**src/rtl/pmod_kypd_emulator.sv**
```systemverilog
// pmod_kypd_emulator
// Emulates a Digilent Pmod KYPD 4x4 keypad toward a host that scans columns
// (active-low Col strobes) and samples rows (active-low Row response).
// One key press is requested at a time through key_req/key_code/key_hold.
// The key stays pressed for key_hold strobes of its column; a watchdog
// aborts the press if the column is not strobed for TIMEOUT_CYCLES cycles.
//
// Build option: define KYPD_COL_SYNC_EN to place a two-flop synchronizer on
// Col (Row latency becomes 3 cycles instead of 1).

module pmod_kypd_emulator #(
    parameter int unsigned TIMEOUT_CYCLES = 1048575
) (
    input  logic       clk,
    input  logic       rst,
    input  logic [3:0] Col,
    output logic [3:0] Row,
    input  logic       key_req,
    input  logic [3:0] key_code,
    input  logic [7:0] key_hold,
    output logic       key_ready,
    output logic       key_done,
    output logic       key_timeout,
    output logic       scan_err
);

    // state   | meaning
    // IDLE    | no key pressed, Row released, accepting key_req
    // PRESSED | latched key answers strobes of its column until done/timeout
    typedef enum logic {
        IDLE    = 1'b0,
        PRESSED = 1'b1
    } state_e;

    // Watchdog only needs to reach TIMEOUT_CYCLES-1 before the press aborts.
    localparam int unsigned WD_W = (TIMEOUT_CYCLES < 2) ? 1 : $clog2(TIMEOUT_CYCLES);
    localparam logic [WD_W-1:0] WD_LAST = WD_W'(TIMEOUT_CYCLES - 1);

    localparam logic [3:0] PAT_NONE = 4'b1111;
    localparam logic [3:0] PAT_1    = 4'b0111;
    localparam logic [3:0] PAT_2    = 4'b1011;
    localparam logic [3:0] PAT_3    = 4'b1101;
    localparam logic [3:0] PAT_4    = 4'b1110;

    // Column carrying a key: 1/4/7/0 | 2/5/8/F | 3/6/9/E | A/B/C/D.
    function automatic logic [3:0] col_of(input logic [3:0] code);
        logic [3:0] pat;
        case (code)
            4'h1, 4'h4, 4'h7, 4'h0: pat = PAT_1;
            4'h2, 4'h5, 4'h8, 4'hF: pat = PAT_2;
            4'h3, 4'h6, 4'h9, 4'hE: pat = PAT_3;
            default:                pat = PAT_4;
        endcase
        return pat;
    endfunction

    // Row carrying a key: position of the key within its column, top to bottom.
    function automatic logic [3:0] row_of(input logic [3:0] code);
        logic [3:0] pat;
        case (code)
            4'h1, 4'h2, 4'h3, 4'hA: pat = PAT_1;
            4'h4, 4'h5, 4'h6, 4'hB: pat = PAT_2;
            4'h7, 4'h8, 4'h9, 4'hC: pat = PAT_3;
            default:                pat = PAT_4;
        endcase
        return pat;
    endfunction

    state_e          state_q, state_d;
    logic [3:0]      code_q;
    logic [7:0]      hold_q;
    logic [7:0]      strb_cnt_q;
    logic [WD_W-1:0] wd_q;
    logic [3:0]      colv_prev_q;
    logic [3:0]      row_q, row_d;
    logic            scan_err_q;

    logic [3:0]      colv;
    logic [3:0]      lat_col;
    logic [3:0]      lat_row;
    logic [7:0]      hold_min;
    logic            col_match;
    logic            strobe;
    logic            exit_norm;
    logic            wd_expired;
    logic            col_illegal;

`ifdef KYPD_COL_SYNC_EN
    logic [3:0] col_s1_q;
    logic [3:0] col_s2_q;

    // Two-flop synchronizer for the asynchronous column strobes.
    always_ff @(posedge clk or posedge rst) begin
        if (rst) begin
            col_s1_q <= PAT_NONE;
            col_s2_q <= PAT_NONE;
        end else begin
            col_s1_q <= Col;
            col_s2_q <= col_s1_q;
        end
    end

    assign colv = col_s2_q;
`else
    assign colv = Col;
`endif

    // Decode of the latched key and the strobe / exit conditions derived from it.
    always_comb begin
        lat_col     = col_of(code_q);
        lat_row     = row_of(code_q);
        hold_min    = (hold_q == 8'd0) ? 8'd1 : hold_q;
        col_match   = (colv == lat_col);
        strobe      = (state_q == PRESSED) && col_match && (colv_prev_q != lat_col);
        exit_norm   = (state_q == PRESSED) && (strb_cnt_q >= hold_min) && !col_match;
        wd_expired  = (state_q == PRESSED) && (wd_q == WD_LAST);
        col_illegal = !((colv == PAT_NONE) || (colv == PAT_1) || (colv == PAT_2) ||
                        (colv == PAT_3) || (colv == PAT_4));
    end

    // FSM state register.
    always_ff @(posedge clk or posedge rst) begin
        if (rst) begin
            state_q <= IDLE;
        end else begin
            state_q <= state_d;
        end
    end

    // FSM next-state logic; key_req is only looked at while idle.
    always_comb begin
        state_d = state_q;
        case (state_q)
            IDLE: begin
                if (key_req) begin
                    state_d = PRESSED;
                end
            end
            PRESSED: begin
                if (exit_norm || wd_expired) begin
                    state_d = IDLE;
                end
            end
            default: state_d = IDLE;
        endcase
    end

    // FSM outputs; a normal exit masks a watchdog expiry in the same cycle.
    always_comb begin
        key_ready   = (state_q == IDLE);
        key_done    = exit_norm;
        key_timeout = wd_expired && !exit_norm;
    end

    // Row answer for the next cycle; released as soon as the press ends.
    always_comb begin
        row_d = PAT_NONE;
        if ((state_q == PRESSED) && (state_d == PRESSED) && col_match) begin
            row_d = lat_row;
        end
    end

    // Key latch, strobe counter and watchdog.
    always_ff @(posedge clk or posedge rst) begin
        if (rst) begin
            code_q     <= 4'h0;
            hold_q     <= 8'h00;
            strb_cnt_q <= 8'h00;
            wd_q       <= '0;
        end else if (state_q == IDLE) begin
            if (key_req) begin
                code_q <= key_code;
                hold_q <= key_hold;
            end
            strb_cnt_q <= 8'h00;
            wd_q       <= '0;
        end else if (strobe) begin
            if (strb_cnt_q != 8'hFF) begin
                strb_cnt_q <= strb_cnt_q + 8'd1;
            end
            wd_q <= '0;
        end else begin
            wd_q <= wd_q + 1'b1;
        end
    end

    // Column history, registered Row and sticky illegal-scan flag.
    always_ff @(posedge clk or posedge rst) begin
        if (rst) begin
            colv_prev_q <= PAT_NONE;
            row_q       <= PAT_NONE;
            scan_err_q  <= 1'b0;
        end else begin
            colv_prev_q <= colv;
            row_q       <= row_d;
            scan_err_q  <= scan_err_q | col_illegal;
        end
    end

    assign Row      = row_q;
    assign scan_err = scan_err_q;

endmodule
```
**config.mk**
```make
export PLATFORM = sky130hd
export DESIGN_NAME = pmod_kypd_emulator
export DESIGN_NICKNAME = d
export VERILOG_FILES = /design/src/rtl/pmod_kypd_emulator.sv
export SDC_FILE = /design/constraint.sdc
export NUM_CORES = 1
export LEC_CHECK = 0
export BUFFER_PORTS_ARGS = -buffer_cell sky130_fd_sc_hd__buf_2
export CAP_MARGIN = 10
export CORE_MARGIN = 5
export CORE_UTILIZATION = 40
export CTS_CLUSTER_SIZE = 30
export DETAILED_ROUTE_END_ITERATION = 12
export PLACE_DENSITY_LB_ADDON = 0.1
export SYNTH_ARGS = -nofsm -noshare
export SYNTH_HDL_FRONTEND = slang
export SYNTH_SLANG_ARGS = --single-unit
```
**constraint.sdc**
```tcl
create_clock -name clk -period 2.8 [get_ports clk]
set_input_delay 0.14 -clock clk [delete_from_list [all_inputs] [get_ports clk]]
set_output_delay 0.14 -clock clk [all_outputs]
set_load 0.02 [all_outputs]
```
Yosys cells after proc, flatten, opt, wreduce, memory -nomap -nowiden --
Memory sizes are Yosys's and may differ from the RTL's. Cells that the tools add are included. W data, S select, Z words.
Storage, ports and cells: register bits after elaboration 50, memory bits (read-only) 128, input bits 19, word-level logic and storage cells 55, memories kept 2
Memories:
- (name not given) | depth 16, bits a word 4, rd ports 1, clocked after memory_dff 0, write ports 0, line 48 | case (code)
- (name not given) | depth 16, bits a word 4, rd ports 1, clocked after memory_dff 0, write ports 0, line 60 | case (code)
Operators by class: add/subtract/negate cells 2, magnitude comparators 1, eq/ne operators 11, mux-type cells 10, bitwise gates (word level) 2, reductions and logical operators 19
Operators with widths (number):
- $mux W20 | 2
- $mux W8 | 4
- $add A20 B1 Y20 const B | 1
- $eq A20 B20 Y1 const B | 1
- $eq A4 B4 Y1 const B | 4
- $add A8 B1 Y8 const B | 1
- $ge A8 B8 Y1 | 1
- $logic_and A1 B1 Y1 | 8
- $logic_not A8 Y1 | 1
- $ne A8 B8 Y1 const B | 1
- $logic_or A1 B1 Y1 | 5
- $eq A4 B3 Y1 const B | 1
- $eq A4 B4 Y1 | 1
- $mux W4 | 1
- $ne A2 B1 Y1 const B | 2
- $ne A4 B4 Y1 | 1
- $reduce_and A2 Y1 | 2
- $logic_not A1 Y1 | 3
- $mux W1 | 2
- $pmux W1 S2 | 1
- $not A1 Y1 | 1
- $or A1 B1 Y1 | 1

Depth between registers and ports, before layout --
depth after elaboration 11, mapped depth 10, depth with buffers taken out 9

Worst setup path before layout --
No wires, ideal clock.
kind reg-to-output, start register hold_q[4], end output port key_timeout, arrival 2.094 ns, path slack 0.566 ns, stages on the path, launching flop included 10, path through dfrtp_1 nor4_1 a41o_1 ha_1 nand2b_1 a21o_1 a21o_1 a21oi_1 o21ai_0 a21oi_1
Between the ends: word-level cells in the longest chain between the ends 7
RTL lines:
- start, declared | line 71 | logic [7:0] hold_q;
- start signal, assigned | line 173 | hold_q <= key_hold;
- $logic_not A8 Y1 | line 112 | hold_min = (hold_q == 8'd0) ? 8'd1 : hold_q;
- $mux W8 (*) | line 112
- $ge A8 B8 Y1 (*) | line 115 | exit_norm = (state_q == PRESSED) && (strb_cnt_q >= hold_min) && !col_match;
- $logic_and A1 B1 Y1 (*) (2 in a row) | line 115
- $logic_not A1 Y1 (*) | line 152 | key_timeout = wd_expired && !exit_norm;
- $logic_and A1 B1 Y1 (*) | line 152
- end, declared | line 23 | output logic key_timeout,
Every way passes the cells marked *; elsewhere a longest branch is shown, timed or not.

Worst setup path after layout --
Same ends and word-level chain as after synthesis.

==> impl_metrics.ini <==
[setup_path]
max_stage_delay_ns = 0.40
cp_data_arrival_time_ns = 2.50
critical_path.max_fanout = 3
r2r-end = wd_q[10]
cp_common_cell = a21o_1
slowest_stage = dfrtp_1
cp_cell_sequence = nor4_2 > a41o_1 > ha_1 > nand2b_1 > a21o_1 > a21o_1 > a21oi_1 > o21ai_1 > a21oi_2 > buf_2
reg2regPathDepth = 8
r2r_setup_slack_ns = 0.18
start_kind = flip-flop
crit_family = compound AO/OA/AOI/OAI gates
critPathBufInv = 1
cp-end-kind = output pin
cp_data_required_time_ns = 2.66
r2r-start = code_q[1]
crit_type = flip-flop to output pin

[cts]
clk_latency_ns = 0.30
clkTransAtPathRegs_ns = 0.10
cts_tree = yes
htree_levels = 2
cts_sinks = 50
clockRootBuffer = clkbuf_8
cts_buffer_depth = 2
cts_inserted_buffers = 5

[sta]
report.final.slew_viol_count = 0
setup_viol = 0
finalHoldViolations = 0
clock.fmax_ghz = 0.379
relSlewSlack_pct = 29.5
fin_crit_sh_pct = 94.2
period_minus_slack_ns = 2.64
tns_ns = 0
rsz0062_at_grt = yes
tightest_slew_ns = 1.06
fin_worst_skew_ns = 0.00870

[hold_path]
worstHoldStart = key_code[3]
worstHoldPathType = primary input to flip-flop
min_path_cells = 3
min_to = code_q[3]

[finish]
stdcell_area_um2 = 3250
utilization_pct = 47.5
layout.nets = 361
layout-drive-gt1-share_pct = 23.5
areaGrowthSynthToFinish_pct = 14.6
antenna_cells = 0

[floorplanning]
fp.dieW_um = 94.2
start_util_pct = 41.5
io_pins = 27
core-area_um2 = 6830
die_y_um = 94.2
row_count = 30
dieArea_um2 = 8870

[yosys]
syn_nets = 324
ys_ff_latch = 50
ys.warnings.count = 0
synthCells = 290
syn_area_per_cell_um2 = 9.77
ys_seq_area_share_pct = 44.5
synth_area_leaders = dfrtp_1, dfstp_2, ha_1, nand2_1, xor2_1
synth_cell_types = 48
netlist.area_leader.share_pct = 37.1
synth_commonest_cells = dfrtp_1, nand2_1, nor2_1
ys.flop_type = dfrtp_1
ys_async_sr_fraction_pct = 100
synth_area_leader_cell = dfrtp_1
yosysMostFrequentCell = dfrtp_1
synth_edf_count = 0
netlist_area_um2 = 2830

[routing]
ant_nets = 0
routed-via-count = 2108
drt-vias-per-instance = 4.97
avgRoutedWirePerCell_um = 13.7
firstDrtPassIters = 4
routed_wirelength_um = 5810
drt_iter0_drc = 51
route.detailed.drc = 0

[power]
leakagePower_nw = 1.44
ir_drop_mv = 0.325
p_per_area_nw_per_um2 = 801

[global_route]
grt_antenna_before_repair = 0
grt-ovfl-total = 0
grtUsageTotal_pct = 14.6
grt_max_degree = 51
grt_pass1_vias = 2091
grt_pass1_wl_um = 10200

[run_status]
status = finished clean

[place]
postPlaceCellArea_um2 = 3050
gp_congestion = 0.788
dp_hpwl_um = 4170
port_buffers = 26

[flow_run]
drv_cap = 0
## cell usage in the layout, fill, tap and decap left out, drive strengths merged
cell and n:
dfrtp 42, nand2 38, buf 35, nor2 31, inv 18, o21ai 17
xor2 15, ha 15, nand3 14, xnor2 9, dfstp 8, a21oi 8
mux2i 7, or4 7, clkbuf 7, o31ai 6, dlygate4sd3 5, nand2b 4
a21o 4, nor4 4, nand4 3, and3 3, mux2 3, nor2b 2
a41o 2, a211oi 2, and4 2, nor3 2, or3 2, o2111ai 2
nor4b 2, or2 2, or3b 1, nand3b 1, a31o 1, a31oi 1
and2 1, maj3 1, o31a 1
## timing repair
action	in CTS	in global routing
hold buffers	4	1
resized for setup	0	4
endpoints found under the setup margin	0	19
setup buffers	0	3
endpoints found under the hold margin	4	9
## state kept, by name (all words and copies together) (netlist names)
name         flops
Row              4
code_q           4
colv_prev_q      4
hold_q           8
scan_err         1
state_q          1
strb_cnt_q       8
wd_q            20
## how the worst max path moves through the flow
stage | to | start | cells after the start
after floorplan | key_timeout | hold_q[4] | 9
after global placement | wd_q[7] | code_q[1] | 8
after detailed placement | wd_q[9] | code_q[1] | 8
after CTS | key_timeout | hold_q[4] | 10
after global routing | wd_q[6] | code_q[1] | 8
final | key_timeout | hold_q[4] | 10
## worst reg2reg max path, stage by stage (launching register included)
cell and delay (ns):
dfrtp_2 0.46, inv_1 0.13, ha_1 0.22, mux2i_1 0.09
mux2_4 0.29, xnor2_1 0.20, a31oi_1 0.15, nor2_2 0.81
nor2_1 0.13
## layout make-up
class                   count  area [µm²]
fillers                   704        3580
flip-flops and latches     50        1260
repair buffers             40         260
clock buffers               7        86.3
multi-input cells         213        1450
clock inverters             1        8.76
well taps                  96         120
inverters                  17        63.8
## routing by layer
layer / share of wire (%) / track usage, % / wire, µm
met1: 48 / 19.2 / 2790
met2: 48 / 24.1 / 2760
met3: 3.4 / 3.45 / 198
met4: 1.0 / 3.61 / 60
met5: 0 / 0 / 0
## power by group
part | total (mW) | internal [mW] | switching, mW
logic | 1.10 | 0.469 | 0.636
clock network | 0.457 | 0.205 | 0.252
registers | 1.04 | 0.874 | 0.166
total | 2.60 | 1.55 | 1.05
## stage by stage
| stage | instances | setup WS (ns) | power, mW | hold slack, ns |
|---|---|---|---|---|
| floorplan | 290 | 0.566 | 1.90 | 0.144 |
| global placement | 407 | 0.186 | 2.10 | 0.287 |
| detailed placement | 407 | 0.123 | 2.12 | 0.287 |
| CTS | 419 | 0.0190 | 2.59 | 0.0226 |
| global route | 424 | -0.0803 | 2.83 | 0.0364 |
| finish | 424 | 0.162 | 2.60 | 0.0301 |
## cell families after synthesis
logic type                 after synthesis  share of synthesized area [%]
buffers and inverters                   27                           4.86
xor gates and xnor gates                24                           7.42
and+or+nand+nor                        119                           22.2
AOI/OAI and AO/OA                       44                           10.1
DFF                                     50                           44.5
muxes                                   10                           3.93
adders and majority gates               16                           6.98
No activity file was read; power rests on OpenSTA's default activity.
